--- config.mk ---
export PLATFORM = sky130hd
export DESIGN_NAME = shift_chain_sequencer
export DESIGN_NICKNAME = d
export VERILOG_FILES = /design/src/rtl/shift_chain_sequencer.sv
export SDC_FILE = /design/constraint.sdc
export NUM_CORES = 1
export LEC_CHECK = 0
export ABC_AREA = 1
export BUFFER_PORTS_ARGS = -buffer_cell sky130_fd_sc_hd__buf_2
export CORE_ASPECT_RATIO = 1.75
export CORE_UTILIZATION = 65
export DETAILED_ROUTE_END_ITERATION = 10
export GPL_TIMING_DRIVEN = 1
export PLACE_DENSITY = 0.85
export SLEW_MARGIN = 40
export SYNTH_ARGS = -nofsm -noshare
export SYNTH_HDL_FRONTEND = slang
export SYNTH_SLANG_ARGS = --single-unit
--- constraint.sdc ---
create_clock -name clock -period 3.3 [get_ports clock]
set_input_delay 0.165 -clock clock [delete_from_list [all_inputs] [get_ports clock]]
set_output_delay 0.165 -clock clock [all_outputs]
set_load 0.005 [all_outputs]
--- src/rtl/shift_chain_sequencer.sv ---
// shift_chain_sequencer: shifts a WORDS x WIDTH serial chain per command, then drains it word by word
module shift_chain_sequencer #(
  parameter int WORDS = 5,
  parameter int WIDTH = 11,
  parameter int CW = $clog2(WORDS*WIDTH+1),
  parameter int IW = $clog2(WORDS)
) (
  input  logic             clock,
  input  logic             reset_n,
  input  logic             cmd_valid,
  output logic             cmd_ready,
  input  logic [CW-1:0]    cmd_count,
  input  logic             cmd_mode,
  input  logic             cmd_clear,
  input  logic             serial_in,
  output logic             out_valid,
  input  logic             out_ready,
  output logic [IW-1:0]    out_index,
  output logic [WIDTH-1:0] out_word,
  output logic             busy,
  output logic             done
);
  localparam int N = WORDS*WIDTH;
  typedef enum logic [1:0] {IDLE, SHIFT, DRAIN} state_t;
  state_t state, state_nx;
  logic [N-1:0] chain;
  logic [CW-1:0] remaining, count_cl;
  logic [IW-1:0] index;
  logic mode, accept, last_word;
  assign accept = cmd_valid && cmd_ready;
  assign last_word = index == IW'(WORDS-1);
  assign count_cl = (cmd_count > CW'(N)) ? CW'(N) : cmd_count;
  always_ff @(posedge clock or negedge reset_n)
    if (!reset_n) state <= IDLE;
    else state <= state_nx;
  always_comb begin
    state_nx = state;
    if (state == IDLE && accept) state_nx = (count_cl == '0) ? DRAIN : SHIFT;
    else if (state == SHIFT && remaining <= CW'(1)) state_nx = DRAIN;
    else if (state == DRAIN && out_ready && last_word) state_nx = IDLE;
  end
  // flat chain: bit k is word k/WIDTH, bit k%WIDTH, so one left shift ripples every word
  always_ff @(posedge clock or negedge reset_n)
    if (!reset_n) begin
      chain <= '0;
      remaining <= '0;
      mode <= 1'b0;
      index <= '0;
      done <= 1'b0;
    end else begin
      if (accept) begin
        remaining <= count_cl;
        mode <= cmd_mode;
      end else if (state == SHIFT && remaining != '0) remaining <= remaining - 1'b1;
      if (accept && cmd_clear) chain <= '0;
      else if (state == SHIFT) chain <= {chain[N-2:0], mode ? ~chain[0] : serial_in};
      if (state == DRAIN && out_ready) index <= last_word ? '0 : index + 1'b1;
      done <= state == DRAIN && out_ready && last_word;
    end
  always_comb begin
    cmd_ready = state == IDLE;
    out_valid = state == DRAIN;
    busy = state != IDLE;
    out_index = index;
    out_word = out_valid ? chain[index*WIDTH +: WIDTH] : '0;
  end
endmodule

==> run metrics <==
run status finished with violations; failing checks design-rule violations; Syn Area/Cell 7.14 um^2; max-cap check violation count 0; die height 105 um; Min Clock Period, post-route 2400 ps; Flop pwr share 55.5%; Crit path depth 6; final instance area 0.00423 mm^2; share of the synthesized area in the top cell type 42.9%; row cnt 37; H-tree levels 3; largest net degree at the start of global routing 70; diode count 0; die area 0.00644 mm^2; met2 Track Usage GR 48.2%; Crit. End Element output pin; critical path class reg -> out; cell internal pwr 1.18 mW; Peak VDD IR 0.216 mV; Core Region 0.00588 mm^2; Post-DP Area 0.00404 mm^2; cell mode on critical path nand2_1; vias in the first global route 3300; Crit Path Max Fanout 20; final setup fails 0; CP cell instances nor2_1, nand2_1, a21oi_1, nand2_1, inv_1, buf_2; commonest non-fill, non-tap cell in the layout nand2_1; Post-DRT Antenna Nets 0; Critical R2R Launch out_index[1]; total power 1.50 mW; Crit path max-delay family simple AND/OR/NAND/NOR gates; Worst-Margin Slew 642 ps; # nets final 591; leakage power total 2.53 nW; DRC viols 1; Sw Ratio 21.5%; GRT Max-Usage Layer met2; crit path buf inv count 2; Routability Congestion 0.874; port buffer count 30; reg2reg setup slack 1500 ps; clock sink count 68; Distinct cells, synth 27; DR vias 3483; vias per inst 5.30; Yosys warnings 0; slowest stage delay, CP 600 ps; CP Launch Point out_index[0]; Achievable Freq 0.417 GHz; startpoint types register; hold crit path type in -> reg; Syn Std Cell Area 0.00397 mm^2; crit share post-route 72.7%; gr usage total 31.6%; Mapped Cells 556; Final HPWL DP 6140 um; register bit total from synthesis 68; Worst Skew 13.5 ps; met1 usage 36.6%; Post-Route WL 8830 um; combinational share of power 2.1%; cells on worst reg2reg path 5; antenna violations before repair 0; leading area contributor after synthesis dfrtp_1; Slew Viols, Final 0; setup TNS 0 ps; Crit-path slowest cell nor2_1; Arr. time, crit path 2230 ps; first-pass GRT wire length 14900 um; CTS clk-pin slew, worst paths 70 ps; initial drt markers 395; clock buffer depth 2; Fin. Hold Viols 0; syn nets 573; GR Overflow Total 0; Clock Root Buffer clkbuf_8; DIE WIDTH 61.1 um; M3 GR Usage 8.96%; filler cell count 506; synth top area cells dfrtp_1 43%, nand2_1 17%, inv_1 11%; TritonCTS clock tree done; DR WL/cell 13.4 um; RSZ-0062 raised after global routing false; HP Start cmd_mode; worst r2r dst out_index[2]; layout cells sized above 1 11.2%; IO Count 31; Initial Util 67.5%; Worst Setup EP out_word[10]; Psw 0.323 mW; Clk Latency, worst-skew pair 350 ps; area growth from synthesis to layout 6.46%; most frequent cells in the layout 185 x nand2_1, 115 x inv_1, 68 x dfrtp_1; FF+latch area 0.00170 mm^2; pwr/cell area 355 mW/mm^2; Clock power frac 42.4%; total CTS buffers 9; 1st-pass router iterations 8; worst rel slew slack 57.0%; Worst EP required 3130 ps; sequential share of the synthesized area 42.9%; Multi-input gate area 0.00160 mm^2
Yosys cell counts:
| cell type | count |
|---|---|
| inv_1 | 115 |
| nor2_1 | 12 |
| a21oi_2 | 3 |
| inv_2 | 5 |
| o21ai_2 | 2 |
| o211ai_1 | 22 |
| nand2_1 | 185 |
| buf_2 | 10 |
| dfrtp_1 | 68 |
| buf_6 | 8 |
| buf_1 | 2 |
| ha_1 | 4 |
| buf_4 | 1 |
| nand4_1 | 3 |
| nor2_2 | 2 |
| clkbuf_1 | 4 |
| o21ai_0 | 40 |
| a21oi_1 | 12 |
| nand3b_1 | 2 |
| nand2_4 | 3 |
| buf_8 | 3 |
| nand2_2 | 2 |
| and3_1 | 1 |
| o21ai_1 | 16 |
| nor2_4 | 1 |
| nand3_1 | 29 |
| xnor2_1 | 1 |
per-stage QoR:
step | std cells | utilization, % | hold WS [ps] | setup slack [ps]
after floorplan | 556 | - | -131 | 1920
after global placement | 640 | 68.6 | 363 | 1450
after detailed placement | 640 | 68.6 | 196 | 1450
after CTS | 657 | 71.9 | 19.9 | 1060
after global routing | 657 | 71.9 | 58.9 | 686
final | 657 | 71.9 | 35.8 | 901
metal layers:
metal  share of wire, %  up-vias  routed length (um)
li1                   -     1727                   -
met1                 38     1591                3390
met4                4.6        0                 410
met3                5.5       32                 486
met5                  0        -                   0
met2                 51      133                4540
sequential cells by signal, summed over array words and instances (netlist names):
name	flops
chain	55
done	1
mode	1
out_index	3
remaining	6
state	2
kinds of logic (layout without fill, tap and decap cells):
| family | count (synthesis) | count (layout) | synth area share (%) |
|---|---|---|---|
| adder cells (fa/ha/maj) | 4 | 4 | 1.26 |
| flip-flops | 68 | 68 | 42.9 |
| XOR/XNOR | 1 | 1 | 0.221 |
| buffers and inverters | 148 | 171 | 16.8 |
| AO/OA/AOI/OAI | 95 | 95 | 13.8 |
| AND/OR/NAND/NOR | 240 | 240 | 25.1 |
final cells by class:
class                           instances  area share, %
Multi-Input combinational cell        340           37.9
Clock buffer                           15           4.17
Timing Repair Buffer                   35           4.56
Inverter                              120           10.7
Sequential cell                        68           40.3
Clock inverter                          1          0.118
Tap cell                               78           2.31
timing repair:
action,CTS,global route
setup buffers,0,0
endpoints found under the hold margin,42,0
setup endpoints to repair,0,0
resized for setup,0,0
hold buffers,1,0
tightest hold or removal path: stages:
cell	delay, ps
buf_2	70
nand2_1	40
nand2_1	60
power by group through the flow:
| stage | sequential (mW) | combinational (mW) | clock (mW) |
|---|---|---|---|
| 2_1_floorplan | 0.849 | 0.00347 | 0 |
| 3_3_place_gp | 0.849 | 0.0308 | 0 |
| 3_5_place_dp | 0.849 | 0.0317 | 0 |
| 4_1_cts | 0.833 | 0.0327 | 0.639 |
| 5_1_grt | 0.833 | 0.0369 | 0.670 |
| 6_report | 0.833 | 0.0314 | 0.635 |
how the worst min path moves through the flow:
stage / endpoint / depth (start not counted)
floorplan: chain[0] / 0
global placement: mode / 3
detailed placement: chain[39] / 1
CTS: mode / 3
global route: mode / 3
finish: mode / 3
(Power assumes the default switching activity.)
